`src/rtl/regfile_pkg.sv`:
```
// regfile_pkg: shared widths, types and debug FSM states for the writeback register file.
package regfile_pkg;
  localparam int XLEN = 32;
  localparam int REG_ADDR_W = 5;
  typedef logic [REG_ADDR_W-1:0] reg_addr_t;
  typedef logic [XLEN-1:0] xlen_t;
  typedef enum logic {DBG_IDLE, DBG_RESP} dbg_state_e;
endpackage

```
`src/rtl/regfile_dbg_port.sv`:
```
// regfile_dbg_port: single-outstanding valid/ready debug read FSM holding the captured response.
module regfile_dbg_port
  import regfile_pkg::*;
#(
  parameter int DW = XLEN
) (
  input  logic          clk,
  input  logic          rst_n,
  input  logic          req_valid,
  input  logic [DW-1:0] rd_data,
  input  logic          rsp_ready,
  output logic          req_ready,
  output logic          accept,
  output logic          rsp_valid,
  output logic [DW-1:0] rsp_data
);
  dbg_state_e state_q, state_d;
  logic [DW-1:0] data_q, data_d;
  assign req_ready = state_q == DBG_IDLE;
  assign accept = req_valid && req_ready;
  assign rsp_valid = state_q == DBG_RESP;
  assign rsp_data = data_q;
  always_comb begin
    state_d = state_q == DBG_IDLE ? (accept ? DBG_RESP : DBG_IDLE) : (rsp_ready ? DBG_IDLE : DBG_RESP);
    data_d = accept ? rd_data : data_q;
  end
  always_ff @(posedge clk) begin
    if (!rst_n) begin
      state_q <= DBG_IDLE;
      data_q <= '0;
    end else begin
      state_q <= state_d;
      data_q <= data_d;
    end
  end
endmodule

```
`src/rtl/writeback_register_file.sv`:
```
// writeback_register_file: x0..x31 register file with same-cycle write bypass, debug read port and write counter.
// Optional per-register even parity with sticky error when REGFILE_PARITY_EN is defined.
module writeback_register_file
  import regfile_pkg::*;
#(
  parameter int XLEN  = 32,
  parameter int NREGS = 32,
  parameter int CNT_W = 32
) (
  input  logic                     i_Clk,
  input  logic                     i_Reset,
  input  logic                     i_RegWriteW,
  input  logic [$clog2(NREGS)-1:0] i_RdW,
  input  logic [XLEN-1:0]          i_ResultW,
  input  logic [$clog2(NREGS)-1:0] i_Rs1D,
  input  logic [$clog2(NREGS)-1:0] i_Rs2D,
  output logic [XLEN-1:0]          o_RD1D,
  output logic [XLEN-1:0]          o_RD2D,
  input  logic                     i_DbgReqValid,
  input  logic [$clog2(NREGS)-1:0] i_DbgAddr,
  output logic                     o_DbgReqReady,
  output logic                     o_DbgRspValid,
  output logic [XLEN-1:0]          o_DbgRspData,
  input  logic                     i_DbgRspReady,
  output logic [CNT_W-1:0]         o_WriteCount,
  output logic                     o_ParityErr
`ifdef REGFILE_PARITY_EN
  ,
  input  logic                     i_ParityInjectW
`endif
);
  logic [XLEN-1:0] mem_q [NREGS];
  logic [XLEN-1:0] mem_d [NREGS];
  logic [CNT_W-1:0] cnt_q, cnt_d;
  logic we, byp1, byp2, bypd, dbg_accept;
  logic [XLEN-1:0] dbg_rd;
  assign we = i_RegWriteW && i_RdW != '0;
  assign byp1 = we && i_RdW == i_Rs1D;
  assign byp2 = we && i_RdW == i_Rs2D;
  assign bypd = we && i_RdW == i_DbgAddr;
  assign o_RD1D = i_Rs1D == '0 ? '0 : byp1 ? i_ResultW : mem_q[i_Rs1D];
  assign o_RD2D = i_Rs2D == '0 ? '0 : byp2 ? i_ResultW : mem_q[i_Rs2D];
  assign dbg_rd = i_DbgAddr == '0 ? '0 : bypd ? i_ResultW : mem_q[i_DbgAddr];
  assign o_WriteCount = cnt_q;
  always_comb begin
    mem_d = mem_q;
    if (we) mem_d[i_RdW] = i_ResultW;
    cnt_d = cnt_q + CNT_W'(we);
  end
  always_ff @(posedge i_Clk) begin
    if (!i_Reset) begin
      mem_q <= '{default: '0};
      cnt_q <= '0;
    end else begin
      mem_q <= mem_d;
      cnt_q <= cnt_d;
    end
  end
  regfile_dbg_port #(.DW(XLEN)) u_dbg (
    .clk      (i_Clk),
    .rst_n    (i_Reset),
    .req_valid(i_DbgReqValid),
    .rd_data  (dbg_rd),
    .rsp_ready(i_DbgRspReady),
    .req_ready(o_DbgReqReady),
    .accept   (dbg_accept),
    .rsp_valid(o_DbgRspValid),
    .rsp_data (o_DbgRspData)
  );
`ifdef REGFILE_PARITY_EN
  logic [NREGS-1:0] par_q, par_d;
  logic perr_q, perr_d;
  always_comb begin
    par_d = par_q;
    if (we) par_d[i_RdW] = ^i_ResultW ^ i_ParityInjectW;
    // only stored values are checked; bypassed data never touched the array
    perr_d = perr_q
      | (i_Rs1D != '0 && !byp1 && (^mem_q[i_Rs1D]) != par_q[i_Rs1D])
      | (i_Rs2D != '0 && !byp2 && (^mem_q[i_Rs2D]) != par_q[i_Rs2D])
      | (dbg_accept && i_DbgAddr != '0 && !bypd && (^mem_q[i_DbgAddr]) != par_q[i_DbgAddr]);
  end
  always_ff @(posedge i_Clk) begin
    if (!i_Reset) begin
      par_q <= '0;
      perr_q <= 1'b0;
    end else begin
      par_q <= par_d;
      perr_q <= perr_d;
    end
  end
  assign o_ParityErr = perr_q;
`else
  assign o_ParityErr = 1'b0;
`endif
endmodule

```
`config.mk`:
```
export PLATFORM = sky130hd
export DESIGN_NAME = writeback_register_file
export DESIGN_NICKNAME = d
export VERILOG_FILES = /design/src/rtl/regfile_pkg.sv /design/src/rtl/regfile_dbg_port.sv /design/src/rtl/writeback_register_file.sv
export SDC_FILE = /design/constraint.sdc
export NUM_CORES = 2
export LEC_CHECK = 0
export CAP_MARGIN = 20
export CORE_MARGIN = 4
export CORE_UTILIZATION = 35
export CTS_CLUSTER_DIAMETER = 100
export CTS_CLUSTER_SIZE = 30
export DETAILED_ROUTE_END_ITERATION = 16
export PLACE_DENSITY_LB_ADDON = 0.05
export SYNTH_ARGS = -nofsm -noshare
export SYNTH_HDL_FRONTEND = slang
export SYNTH_SLANG_ARGS = --single-unit
```
`constraint.sdc`:
```
create_clock -name i_Clk -period 4.3 [get_ports i_Clk]
set_clock_uncertainty 0.1 [all_clocks]
set_input_delay 0.43 -clock i_Clk [delete_from_list [all_inputs] [get_ports i_Clk]]
set_output_delay 0.43 -clock i_Clk [all_outputs]
set_load 0.02 [all_outputs]
```
==> flow_summary.json <==
{
  "power.density_nw_per_um2": 280,
  "drive_gt1_share_pct": 21.4,
  "synth_cell_type_count": 79,
  "async_flop_share_pct": 0,
  "postSynthCellCount": 7045,
  "numPortBuffers": 186,
  "synth_flop_cell": "dfxtp_1",
  "cp-start-kind": "input pin",
  "initial_core_util_pct": 35.3,
  "maxCapViolations": 0,
  "wire_per_inst_um": 37.2,
  "hold_viol_final": 0,
  "grt_pass1_vias": 56300,
  "wl_mm": 355,
  "hpwl_mm": 228,
  "finalSetupTns_ns": 0,
  "core_sq_um": 188000,
  "synth.largest_area_cell": "dfxtp_1",
  "grt_usage_pct": 34.9,
  "cp_max_fo": 19,
  "synth.ff_latch_count": 1089,
  "synth-edff-count": 0,
  "ant_nets": 0,
  "worstPathArrival_ns": 3.72,
  "cts_resized": 0,
  "nFillCells": 18400,
  "grt_pass1_wl_mm": 485,
  "worstRegToRegCells": 5,
  "syn-num-nets": 7105,
  "leakagePower_nw": 24.5,
  "placed_area_sq_um": 72600,
  "cts_buffers": 57,
  "io_pins": 188,
  "cts_tree": "yes",
  "die_w_um": 444,
  "peakVddDrop_v": 0.000315,
  "worstPathRequired_ns": 3.77,
  "rsz0062_at_grt": "false",
  "syn_area_sq_um": 66500,
  "finalCritPeriodShare_pct": 98.8,
  "finalCriticalPeriod_ns": 4.25,
  "rows": 159,
  "cts-root-buf": "clkbuf_16",
  "fp.dieArea_sq_um": 197000,
  "antenna_found_initial": 34,
  "fmax_ghz": 0.235,
  "outcome": "finished clean",
  "clock_sinks": 1089,
  "r2r_slack_ns": 1.57,
  "yosysSeqAreaShare_pct": 32.8,
  "maxSlewViolCount": 0,
  "clock_latency_ns": 0.80,
  "syn_area_per_cell_sq_um": 9.43,
  "finalSetupViolations": 0,
  "end_kind": "output pin",
  "critPathLaunch": "i_Rs2D[2]",
  "gp_congestion": 0.921,
  "clockBufferDepth": 3,
  "placed_cells": 9419,
  "yosys-top-cells-area": "dfxtp_1, mux4_2, nand2_1",
  "die_h_um": 444,
  "drt_iter0_markers": 7739,
  "via_per_inst": 6.29,
  "tightest_slew_ns": 1.28,
  "netlist.area_leader.share_pct": 32.8,
  "routed-via-count": 60000,
  "overflow": 0,
  "rr_startpoint": "u_dbg.rsp_valid",
  "design_area_sq_um": 74800,
  "fin_nets": 7048,
  "clkTransAtPathRegs_ns": 0.12,
  "areaGrowthSynthToFinish_pct": 12.5,
  "drc": 0,
  "grt_max_degree": 235,
  "maxSlewHeadroom_pct": 14.5,
  "finalNonFillerCells": 9539,
  "hold_depth": 4,
  "setup.worst_path.end": "o_RD2D[0]",
  "htree_levels": 2,
  "dr.pass1.iters": 6,
  "hp-class": "input pin to register",
  "ys.warnings.count": 0,
  "crit_type": "input pin to output pin",
  "r2r-end": "u_dbg.rsp_data[30]"
}
## per-stage QoR
step	util [%]	setup WS, ns	hold slack, ns	power, mW
after floorplan	-	1.52	0.340	12.2
after global placement	38.5	0.0616	0.359	13.7
after detailed placement	38.5	0.0978	0.368	13.7
after CTS	39.7	0.0904	0.00711	21.0
after global routing	39.7	0.0189	0.0548	21.4
final	39.7	0.0523	0.0698	20.9
## sequential cells by signal, summed over array words and instances (netlist names)
| name | cells |
|---|---|
| mem_q | 1024 |
| o_WriteCount | 32 |
| u_dbg.rsp_data | 32 |
| u_dbg.rsp_valid | 1 |
## power by group
group	internal, mW	switching, mW
sequential	10.2	0.0945
clock	2.92	4.47
combinational	1.11	2.16
## layout by cell type (no fill, tap or decap), drive strengths merged, types with 74 or more instances in the layout
cell,instances
clkdlybuf4s50,111
o211ai,74
mux4,670
buf,528
mux2,108
mux2i,247
a21boi,994
nor2,121
nand2,2152
dfxtp,1089
o21ai,86
a22oi,77
## layout make-up
cell class              instances  area [sq um]  area share, %
diodes                          8          20.0         0.0268
clock inverters                42           556          0.743
well taps                    2495          3120           4.17
flip-flops and latches       1089         21800           29.2
inverters                      15          58.8         0.0786
multi-input cells            5184         41500           55.5
repair buffers                641          6220           8.31
clock buffers                  65          1530           2.04
## synthesized netlist by cell type, types with 66 or more instances
master / number
and2_1: 72
buf_2: 184
nand3_1: 66
clkbuf_1: 480
a21oi_1: 68
o21ai_0: 81
o211ai_1: 74
nand2_1: 2152
a22oi_1: 77
mux4_2: 669
mux2i_1: 247
a21boi_0: 941
mux2_2: 108
nor2_1: 117
dfxtp_1: 1089
## logic make-up (layout without fill, tap and decap cells)
logic type	after synthesis	in the layout	synth area share, %
mux	1025	1025	28.3
buf+inv	772	763	5.38
flops	1089	1089	32.8
xor+xnor	39	39	0.525
other cells	1	9	0.00564
fa+ha+maj	3	3	0.0565
compound gates	1558	1558	17.5
simple gates	2558	2558	15.5
## per-layer routing
metal | part of all wire [%] | GRT usage, % | wire, um
met4 | 5.9 | 16.7 | 21000
met3 | 9.9 | 8.53 | 35300
met2 | 42 | 50.9 | 149000
met1 | 42 | 48.4 | 150000
met5 | 0.094 | 0.904 | 335
## critical path: stages
cell      delay (ns)
buf_4           0.42
buf_4           0.36
and2_1          0.39
buf_4           0.41
a221oi_1        0.15
a21oi_1         0.63
o211ai_1        0.26
o21a_1          0.38
buf_4           0.22
## worst min-delay path by stage
| stage | from | endpoint |
|---|---|---|
| after floorplan | mem_q[1002] | mem_q[1002] |
| after global placement | mem_q[1009] | mem_q[1009] |
| after detailed placement | mem_q[1009] | mem_q[1009] |
| after CTS | i_DbgAddr[4] | u_dbg.rsp_data[17] |
| after global routing | i_ResultW[20] | mem_q[244] |
| final | i_DbgAddr[4] | u_dbg.rsp_data[17] |
## repair_timing
action                                 4_1_cts  5_1_grt
buffers inserted                             0        0
endpoints found under the hold margin       17        0
hold buffers                                 2        0
Power figures use the tool's default switching activity.
